==> src/rtl/cnn_pkg.sv <==
// cnn_pkg: shared types and float constants for the CNN datapath
package cnn_pkg;
  typedef enum logic [1:0] {IDLE, RUN, DRAIN} streamer_state_t;
  localparam logic [31:0] FLOAT_ZERO = 32'h0000_0000;
  localparam logic [31:0] FLOAT_TEN = 32'h4120_0000;
  function automatic int cnt_width(input int n);
    return n > 1 ? $clog2(n) : 1;
  endfunction
endpackage

==> src/rtl/image_streamer_if.sv <==
// image_streamer_if: control, memory read and stream signals of the frame source
interface image_streamer_if #(parameter int DATA_WIDTH = 32, parameter int ADDR_WIDTH = 10);
  logic start;
  logic stall;
  logic mem_rden;
  logic [ADDR_WIDTH-1:0] mem_addr;
  logic [DATA_WIDTH-1:0] mem_rdata;
  logic [DATA_WIDTH-1:0] data_out;
  logic data_fifo_wren;
  logic busy;
  logic done;
  modport master (input start, stall, mem_rdata, output mem_rden, mem_addr, data_out, data_fifo_wren, busy, done);
  modport slave (output start, stall, mem_rdata, input mem_rden, mem_addr, data_out, data_fifo_wren, busy, done);
endinterface

==> src/rtl/image_streamer_raster_counter.sv <==
// raster_counter: row/col position counters with enable, wrap and last-position flag
module raster_counter import cnn_pkg::*; #(
  parameter int OW = 7,
  parameter int OH = 7,
  parameter int CW = cnt_width(OW),
  parameter int RW = cnt_width(OH)
) (
  input  logic          clk,
  input  logic          rst,
  input  logic          i_en,
  output logic [CW-1:0] o_col,
  output logic [RW-1:0] o_row,
  output logic          o_last
);
  logic [CW-1:0] r_col;
  logic [RW-1:0] r_row;
  logic w_col_end, w_row_end;
  assign w_col_end = r_col == CW'(OW - 1);
  assign w_row_end = r_row == RW'(OH - 1);
  assign o_last = w_col_end && w_row_end;
  assign o_col = r_col;
  assign o_row = r_row;
  always_ff @(posedge clk)
    if (!rst) begin
      r_col <= '0;
      r_row <= '0;
    end else if (i_en) begin
      r_col <= w_col_end ? '0 : r_col + 1'b1;
      if (w_col_end) r_row <= w_row_end ? '0 : r_row + 1'b1;
    end
endmodule

==> src/rtl/image_streamer.sv <==
// image_streamer: raster frame source with optional zero border, feeding conv2D
module image_streamer import cnn_pkg::*; #(
  parameter int DATA_WIDTH = 32,
  parameter int WIDTH = 5,
  parameter int HEIGHT = 5,
  parameter int PAD = 1,
  parameter int ADDR_WIDTH = 10
) (
  input logic clk,
  input logic rst,
  image_streamer_if.master bus
);
  localparam int OW = WIDTH + 2 * PAD;
  localparam int OH = HEIGHT + 2 * PAD;
  localparam int CW = cnt_width(OW);
  localparam int RW = cnt_width(OH);
  streamer_state_t r_state, w_next;
  logic [CW-1:0] w_col;
  logic [RW-1:0] w_row;
  logic w_last, w_issue, w_int, w_rden;
  int w_r, w_c;
  logic [ADDR_WIDTH-1:0] w_addr, r_addr;
  logic r_valid, r_pad, r_done;
  raster_counter #(.OW(OW), .OH(OH), .CW(CW), .RW(RW)) u_cnt (
    .clk(clk), .rst(rst), .i_en(w_issue), .o_col(w_col), .o_row(w_row), .o_last(w_last)
  );
  always_ff @(posedge clk) r_state <= !rst ? IDLE : w_next;
  always_comb begin
    w_issue = r_state == RUN && !bus.stall;
    w_next = r_state == IDLE ? (bus.start ? RUN : IDLE) :
             r_state == RUN ? (w_issue && w_last ? DRAIN : RUN) : IDLE;
  end
  always_comb begin
    w_r = int'(w_row);
    w_c = int'(w_col);
    w_int = w_r >= PAD && w_r < OH - PAD && w_c >= PAD && w_c < OW - PAD;
    w_rden = w_issue && w_int;
    w_addr = ADDR_WIDTH'((w_r - PAD) * WIDTH + w_c - PAD);
  end
  // r_pad also masks the stale read word whenever nothing was issued
  always_ff @(posedge clk)
    if (!rst) begin
      r_valid <= 1'b0;
      r_pad <= 1'b1;
      r_done <= 1'b0;
      r_addr <= '0;
    end else begin
      r_valid <= w_issue;
      r_pad <= !w_rden;
      r_done <= r_state == DRAIN;
      if (w_rden) r_addr <= w_addr;
    end
  assign bus.mem_rden = w_rden;
  assign bus.mem_addr = w_rden ? w_addr : r_addr;
  assign bus.data_fifo_wren = r_valid;
  assign bus.data_out = r_pad ? DATA_WIDTH'(FLOAT_ZERO) : bus.mem_rdata;
  assign bus.busy = r_state != IDLE;
  assign bus.done = r_done;
endmodule

==> src/flat_wrapper.sv <==
// flat-port wrapper written by rule: the top's interface ports become plain ports
module image_streamer_flat import cnn_pkg::*;
#(
  parameter int DATA_WIDTH = 32,
  parameter int WIDTH = 5,
  parameter int HEIGHT = 5,
  parameter int PAD = 1,
  parameter int ADDR_WIDTH = 10
)
  (clk, rst, bus_start, bus_stall, bus_mem_rdata, bus_mem_rden, bus_mem_addr, bus_data_out, bus_data_fifo_wren, bus_busy, bus_done);
  image_streamer_if #(.DATA_WIDTH(DATA_WIDTH), .ADDR_WIDTH(ADDR_WIDTH)) bus_i ();
  input logic clk;
  input logic rst;
  input wire logic [$bits(bus_i.start)-1:0] bus_start;
  input wire logic [$bits(bus_i.stall)-1:0] bus_stall;
  input wire logic [$bits(bus_i.mem_rdata)-1:0] bus_mem_rdata;
  output wire logic [$bits(bus_i.mem_rden)-1:0] bus_mem_rden;
  output wire logic [$bits(bus_i.mem_addr)-1:0] bus_mem_addr;
  output wire logic [$bits(bus_i.data_out)-1:0] bus_data_out;
  output wire logic [$bits(bus_i.data_fifo_wren)-1:0] bus_data_fifo_wren;
  output wire logic [$bits(bus_i.busy)-1:0] bus_busy;
  output wire logic [$bits(bus_i.done)-1:0] bus_done;
  assign bus_i.start = bus_start;
  assign bus_i.stall = bus_stall;
  assign bus_i.mem_rdata = bus_mem_rdata;
  assign bus_mem_rden = bus_i.mem_rden;
  assign bus_mem_addr = bus_i.mem_addr;
  assign bus_data_out = bus_i.data_out;
  assign bus_data_fifo_wren = bus_i.data_fifo_wren;
  assign bus_busy = bus_i.busy;
  assign bus_done = bus_i.done;
  image_streamer #(.DATA_WIDTH(DATA_WIDTH), .WIDTH(WIDTH), .HEIGHT(HEIGHT), .PAD(PAD), .ADDR_WIDTH(ADDR_WIDTH)) u_core (.clk(clk), .rst(rst), .bus(bus_i));
endmodule
==> config.mk <==
export PLATFORM = sky130hd
export DESIGN_NAME = image_streamer_flat
export DESIGN_NICKNAME = d
export VERILOG_FILES = /design/src/rtl/cnn_pkg.sv /design/src/rtl/image_streamer_if.sv /design/src/rtl/image_streamer_raster_counter.sv /design/src/rtl/image_streamer.sv /design/src/flat_wrapper.sv
export SDC_FILE = /design/constraint.sdc
export NUM_CORES = 1
export LEC_CHECK = 0
export CORE_MARGIN = 3
export CORE_UTILIZATION = 30
export CTS_CLUSTER_SIZE = 28
export DETAILED_ROUTE_END_ITERATION = 10
export GPL_TIMING_DRIVEN = 0
export HOLD_SLACK_MARGIN = 0.12
export PLACE_DENSITY = 0.59
export SLEW_MARGIN = 20
export SYNTH_ARGS = -nofsm -noshare
export SYNTH_HDL_FRONTEND = slang
export SYNTH_HIERARCHICAL = 1
export SYNTH_SLANG_ARGS = --single-unit
==> constraint.sdc <==
create_clock -name clk -period 5.96 [get_ports clk]
set_input_delay 0.894 -clock clk [delete_from_list [all_inputs] [get_ports clk]]
set_output_delay 0.894 -clock clk [all_outputs]
set_load 0.03 [all_outputs]
==> results.ini, run 1 <==
[floorplan]
floorplan.die.height_um = 80.7
floorplan.core_area_mm2 = 0.00524
initial_utilization_pct = 32.0
row_count = 26
floorplan.io_pins = 82
fp.dieW_um = 80.7
fp.dieArea_mm2 = 0.00652

[place]
detailedPlacementHpwl_um = 3410
dpl_cell_area_mm2 = 0.00257
place_ws_ns = 0.333
port-buffer-count = 81
gp_congestion = 0.809
placed_cells_incl_taps = 339

[route]
drt-pass1-iter-count = 4
routed_wire_length_per_instance_um = 12.0
remaining_drc_errors = 0
route.antenna.remaining_nets = 0
wl_um = 4100
drt-vias-per-instance = 4.41
via_count = 1513
first_iter_violations = 18

[pwr]
power-per-cell-area_mw_per_mm2 = 105
irDropWorstVdd_mv = 0.0610
cellLeakagePower_uw = 0.00109

[critical_path]
endpoint_kind = output pin
crit_cells = 18
critical_path_max_stage_delay_ns = 0.60
timing_worst_setup_path_type = flip-flop to output pin
crit_slowest_cell = sky130_fd_sc_hd__clkdlybuf4s50_1
worst-path-buf-inv = 6
rr_worst_depth = 16
timing.critical_path.required_ns = 5.07
series_of_cell_instances_along_the_critical_path = inv_1 -> ha_1 -> xnor2_2 -> inv_1 -> ha_1 -> ha_1 -> inv_1 -> fa_1 -> inv_1 -> ha_1 -> inv_1 -> fa_1 -> nor2b_1 -> o21ai_0 -> a211oi_1 -> nand3b_1 -> nand2_1 -> clkdlybuf4s50_1
critical_path_peak_fanout = 10
critical-path-top-delay-family = adder cells
worst-endpoint-arrival_ns = 4.70
startpoint_type = flip-flop
critPathMostFrequentCell = sky130_fd_sc_hd__inv_1

[timing]
finalSetupTns_ns = 0
setup_viol = 0
worst_clock_skew_ns = 0.00546
min_period_over_period_pct = 93.9
postLayoutSetupSlackWorst_ns = 0.364
slew_headroom_pct = 69.8
slew_violations = 0
grt_setup_unrepaired = false
transition_time_of_the_tightest_slew_check_pin_ns = 0.452
whs_ns = 0.480
min_cycle_time_layout_ns = 5.60
timing_hold_violations_final = 0
fmaxAchievable_mhz = 179

[global_route]
antenna_found_initial = 0
pin_count_of_the_biggest_net_entering_global_routing = 14
first_global_vias = 1465
grtUsageTotal_pct = 12.9
grt_overflow = 0
grt_pass1_wl_um = 6690

[yosys]
synth_area_in_adders_pct = 19.1
synthDominantAreaCellType = sky130_fd_sc_hd__dfxtp_1
synth_sequential_area_ratio_pct = 25.1
compound_gate_fraction_of_synth_area_pct = 9.71
netlist_top_cells_area = sky130_fd_sc_hd__dfxtp_1, sky130_fd_sc_hd__nor2b_1, sky130_fd_sc_hd__ha_1
ys_async_sr_fraction_pct = 0
synthXorXnorAreaFrac_pct = 3.66
synth_top_family_by_area = simple AND/OR/NAND/NOR gates
yosys-mux-area-fraction_pct = 6.27
synth-main-ff-cell = sky130_fd_sc_hd__dfxtp_1
synth.distinct_cells = 40
synthSimpleGateAreaFrac_pct = 28.2
synthCells = 188
avgSynthCellArea_um2 = 8.91
share_of_the_synthesized_area_in_the_top_cell_type_pct = 25.1
number_of_enable_type_register_cells_in_the_synthesized_netlist = 0
synth.top_cells.by_count = sky130_fd_sc_hd__nor2b_1, sky130_fd_sc_hd__inv_1, sky130_fd_sc_hd__dfxtp_1
yosys_warnings = 6
ys_ff_latch = 21
synth.net_count = 246
syn_std_cell_area_mm2 = 0.00168
synth.most_common_cell = sky130_fd_sc_hd__nor2b_1

[clocking]
number_of_buffers_added_by_the_clock_tree_synthesis_step = 3
cts-htree-levels = 1
clk_pin_slew_worst_paths_ns = 0.08
ctsLongestPathBuffers = 2
cts_sinks = 21
tritoncts = done
postCtsSetupRepairBufs = 0
clock_insertion_delay_worst_skew_ns = 0.26
root_buffer = sky130_fd_sc_hd__clkbuf_8

[outcome]
run_status = finished, final reports clean

[finish]
finalNetCount = 332
final_cell_area_mm2 = 0.00263
final_layout_size_suffix_gt1_share_pct = 7.33
non_filler_cells_in_the_finished_layout = 343
n_fill_cell = 493
area.growth.synth_to_final_pct = 57.1
antenna_cells_inserted = 0

[min_path]
min_path_type = flip-flop to flip-flop
hold_depth = 2

[flow_run]
max_cap_viol_count = 0

## power breakdown
group	internal (uW)	total, uW	switching [uW]
Combinational	29.1	39.7	10.6
Sequential	141	143	1.88
Clock	46.5	92.7	46.2
## cell families (layout without fill, tap and decap cells)
family                     Yosys count  after routing
xor gates and xnor gates             7              7
and+or+nand+nor                     73             73
DFF                                 21             21
buffers and inverters               31            116
AOI/OAI and AO/OA                   26             26
muxes                                8              8
adders and majority gates           22             22
## worst paths after layout
path	start	endpoint	slack [ns]
min	u_core/r_addr[8]	u_core/r_addr[8]	0.48
max reg2reg	u_core/u_cnt/o_row[1]	u_core/r_addr[5]	1.96
max	u_core/u_cnt/o_row[1]	bus_mem_addr[8]	0.36
min reg2reg	u_core/r_addr[8]	u_core/r_addr[8]	0.48
## placed cells by master (no fill, tap or decap), types with 5 or more instances in the layout
cell type / Yosys / layout
sky130_fd_sc_hd__inv_1: 24 / 24
sky130_fd_sc_hd__a21oi_1: 9 / 9
sky130_fd_sc_hd__mux2_4: 5 / 5
sky130_fd_sc_hd__and2_1: 7 / 7
sky130_fd_sc_hd__ha_1: 16 / 16
sky130_fd_sc_hd__fa_1: 6 / 6
sky130_fd_sc_hd__dfxtp_1: 21 / 20
sky130_fd_sc_hd__nand2_1: 10 / 10
sky130_fd_sc_hd__clkdlybuf4s50_1: 0 / 80
sky130_fd_sc_hd__nor2b_1: 35 / 35
sky130_fd_sc_hd__o21ai_0: 6 / 6
## cell type report
cell class | instances | area, um2 | share of cell area (%)
multi-input combinational | 136 | 1130 | 42.9
timing repair buffer | 81 | 813 | 30.9
sequential | 21 | 422 | 16.0
inverter | 25 | 98.8 | 3.76
tap | 70 | 87.6 | 3.33
clock buffer | 3 | 41.3 | 1.57
buffer | 6 | 33.8 | 1.28
clock inverter | 1 | 5.00 | 0.190
## worst reg2reg max path: stages (launching register included)
cell	delay, ns
sky130_fd_sc_hd__dfxtp_1	0.54
sky130_fd_sc_hd__inv_1	0.16
sky130_fd_sc_hd__ha_1	0.26
sky130_fd_sc_hd__xnor2_2	0.27
sky130_fd_sc_hd__inv_1	0.11
sky130_fd_sc_hd__ha_1	0.29
sky130_fd_sc_hd__ha_1	0.28
sky130_fd_sc_hd__inv_1	0.05
sky130_fd_sc_hd__fa_1	0.53
sky130_fd_sc_hd__inv_1	0.04
sky130_fd_sc_hd__ha_1	0.20
sky130_fd_sc_hd__a21o_1	0.18
sky130_fd_sc_hd__a21oi_1	0.23
sky130_fd_sc_hd__inv_1	0.07
sky130_fd_sc_hd__ha_1	0.27
sky130_fd_sc_hd__mux2_4	0.26
sky130_fd_sc_hd__and2_1	0.15
## routing by layer
| metal | share of wire, % | track usage [%] | up-vias | wire, um |
|---|---|---|---|---|
| met3 | 13 | 3.10 | 2 | 547 |
| met2 | 46 | 23.4 | 65 | 1880 |
| met5 | 0 | 0 | - | 0 |
| met1 | 40 | 14.6 | 667 | 1640 |
| li1 | - | - | 779 | - |
| met4 | 0.83 | 4.56 | 0 | 34 |
## metrics by stage
| step | utilization, % | total power (uW) |
|---|---|---|
| 3_5_place_dp | 49.1 | 187 |
| 3_3_place_gp | 49.1 | 186 |
| 5_1_grt | 50.2 | 290 |
| 4_1_cts | 50.0 | 283 |
| 2_1_floorplan | - | 159 |
| 6_report | 50.2 | 276 |
## registers in the layout, indices dropped and copies added, names as in the netlist
name,flops
u_core/r_pad,1
u_core/r_addr,10
u_core/bus.data_fifo_wren,1
u_core/bus.done,1
u_core/u_cnt/o_row,3
u_core/u_cnt/o_col,3
u_core/r_state,2
## timing repair
| action | in CTS | in global routing |
|---|---|---|
| resized for setup | 0 | 3 |
| setup endpoints to repair | 0 | 5 |
| hold buffers | 0 | 0 |
Note: power is estimated with default switching activity, not from simulation.
==> run 2, diff against run 1 <==
Settings changed: GPL_TIMING_DRIVEN 0 to 1, SLEW_MARGIN 20 to not set.
==> results.ini, run 2 (synthesis gave the netlist of run 1 again) <==
[route]
via_count = 1490
drt-pass1-iter-count = 4
routed_wire_length_per_instance_um = 12.4
wl_um = 4170
route.antenna.remaining_nets = 0
remaining_drc_errors = 0
drt-vias-per-instance = 4.42
first_iter_violations = 48

[finish]
final_layout_size_suffix_gt1_share_pct = 6.74
largest_register_ffs = 10
layout_common_cells = sky130_fd_sc_hd__clkdlybuf4s50_1, sky130_fd_sc_hd__nor2b_1, sky130_fd_sc_hd__inv_1
area.growth.synth_to_final_pct = 54.9
n_fill_cell = 477
largest_register_by_flop_count = u_core/r_addr
antenna_cells_inserted = 0
most_common_cell_after_layout_fill_and_taps_aside = sky130_fd_sc_hd__clkdlybuf4s50_1
finalNetCount = 326

[timing]
grt_setup_unrepaired = false
fmaxAchievable_mhz = 181
min_cycle_time_layout_ns = 5.51
worst_clock_skew_ns = 0.00205
slew_violations = 0
slew_headroom_pct = 35.5
finalSetupTns_ns = 0
timing_hold_violations_final = 0
transition_time_of_the_tightest_slew_check_pin_ns = 0.966
min_period_over_period_pct = 92.5
setup_viol = 0

[place]
gp_congestion = 0.731
port-buffer-count = 81
detailedPlacementHpwl_um = 3320

[critical_path]
timing.critical_path.required_ns = 5.07
worst-endpoint-arrival_ns = 4.62
rrSetupSlack_ns = 2.05
critical_path_peak_fanout = 10
endpoint_kind = output pin
startpoint_type = flip-flop
timing_worst_setup_path_type = flip-flop to output pin

[floorplan]
initial_utilization_pct = 32.0
floorplan.io_pins = 82
floorplan.die.height_um = 80.7
fp.dieArea_mm2 = 0.00652
fp.dieW_um = 80.7
floorplan.core_area_mm2 = 0.00524
row_count = 26

[clocking]
number_of_buffers_added_by_the_clock_tree_synthesis_step = 3
postCtsSetupRepairBufs = 0
cts-htree-levels = 1
root_buffer = sky130_fd_sc_hd__clkbuf_8
clock_insertion_delay_worst_skew_ns = 0.26
cts_sinks = 21
clk_pin_slew_worst_paths_ns = 0.08
ctsLongestPathBuffers = 2
tritoncts = done

[pwr]
power-per-cell-area_mw_per_mm2 = 107
irDropWorstVdd_mv = 0.0953
post-layout-total-power_uw = 278
cellLeakagePower_uw = 0.00106

[global_route]
gr_util_met2_pct = 22.7
pin_count_of_the_biggest_net_entering_global_routing = 33
antenna_found_initial = 0
grtUsageTotal_pct = 13.0
grt_most_used_layer = met2
first_global_vias = 1353
grt_overflow = 0
grtUsageMet3_pct = 3.33
met1_track_demand_over_resource_in_global_routing_pct = 15.4
grt_pass1_wl_um = 6660

[outcome]
run_status = finished, final reports clean

[min_path]
min_path_type = flip-flop to flip-flop

[flow_run]
max_cap_viol_count = 0

[run 2: cell count changes in the layout (fill, tap and decap cells not counted), sizes merged]
| cell | previous run | this run |
|---|---|---|
| buf | 2 | 0 |
| clkbuf | 7 | 3 |
| clkdlybuf4s50 | 80 | 81 |
| dlymetal6s2s | 1 | 0 |
[run 2: path summary, 6_finish.rpt]
kind,start,to,cells past startpoint
worst max register to register,u_core/u_cnt/o_row[1],u_core/r_addr[5],16
worst min register to register,u_core/r_addr[8],u_core/r_addr[8],2
worst min-delay path,u_core/r_addr[8],u_core/r_addr[8],2
worst max-delay path,u_core/u_cnt/o_row[1],bus_mem_addr[6],18
[run 2: metal layers]
metal	up-vias	share of wire [%]	routed length, um
li1	773	-	-
met1	646	41	1720
met2	65	46	1910
met3	6	11	462
met4	0	1.8	75
met5	-	0	0
[run 2: critical path, cell delays in order, from the launching register on]
cell                              delay, ns
sky130_fd_sc_hd__dfxtp_1               0.51
sky130_fd_sc_hd__inv_1                 0.16
sky130_fd_sc_hd__ha_1                  0.26
sky130_fd_sc_hd__xnor2_2               0.27
sky130_fd_sc_hd__inv_1                 0.11
sky130_fd_sc_hd__ha_1                  0.29
sky130_fd_sc_hd__ha_1                  0.27
sky130_fd_sc_hd__inv_1                 0.05
sky130_fd_sc_hd__fa_1                  0.53
sky130_fd_sc_hd__inv_1                 0.04
sky130_fd_sc_hd__ha_1                  0.20
sky130_fd_sc_hd__inv_1                 0.07
sky130_fd_sc_hd__fa_1                  0.20
sky130_fd_sc_hd__nor2b_1               0.06
sky130_fd_sc_hd__o21ai_0               0.23
sky130_fd_sc_hd__nand2_1               0.10
sky130_fd_sc_hd__xor2_1                0.17
sky130_fd_sc_hd__a21oi_1               0.14
sky130_fd_sc_hd__clkdlybuf4s50_1       0.71
[run 2: repair_timing]
action                     CTS  global route
hold buffers                 0             0
setup endpoints to repair    0             3
hold endpoints to repair     0             0
resized for setup            0             2
[run 2: where the power goes]
group / internal [uW] / switching (uW)
logic: 29.2 / 10.7
clock network: 46.6 / 48.5
registers: 141 / 1.78
[run 2: cell type report]
class                   count  area (um2)  share of cell area (%)
clock inverters             1        5.00                   0.193
well taps                  70        87.6                    3.38
multi-input cells         136        1130                    43.5
repair buffers             81         811                    31.2
inverters                  25        98.8                    3.81
flip-flops and latches     21         422                    16.2
clock buffers               3        41.3                    1.59
[run 2: metrics by stage]
| step | worst slack, ns | instance area [um2] | cells | hold WS [ns] | utilization (%) |
|---|---|---|---|---|---|
| 6_report | 0.447 | 2590 | 337 | 0.486 | 49.5 |
| 4_1_cts | 0.221 | 2590 | 337 | 0.491 | 49.4 |
| 2_1_floorplan | 1.22 | 1680 | 188 | 0.448 | - |
| 3_3_place_gp | 0.577 | 2540 | 333 | 0.465 | 48.5 |
| 5_1_grt | 0.0555 | 2590 | 337 | 0.555 | 49.5 |
| 3_5_place_dp | 0.538 | 2540 | 333 | 0.477 | 48.5 |
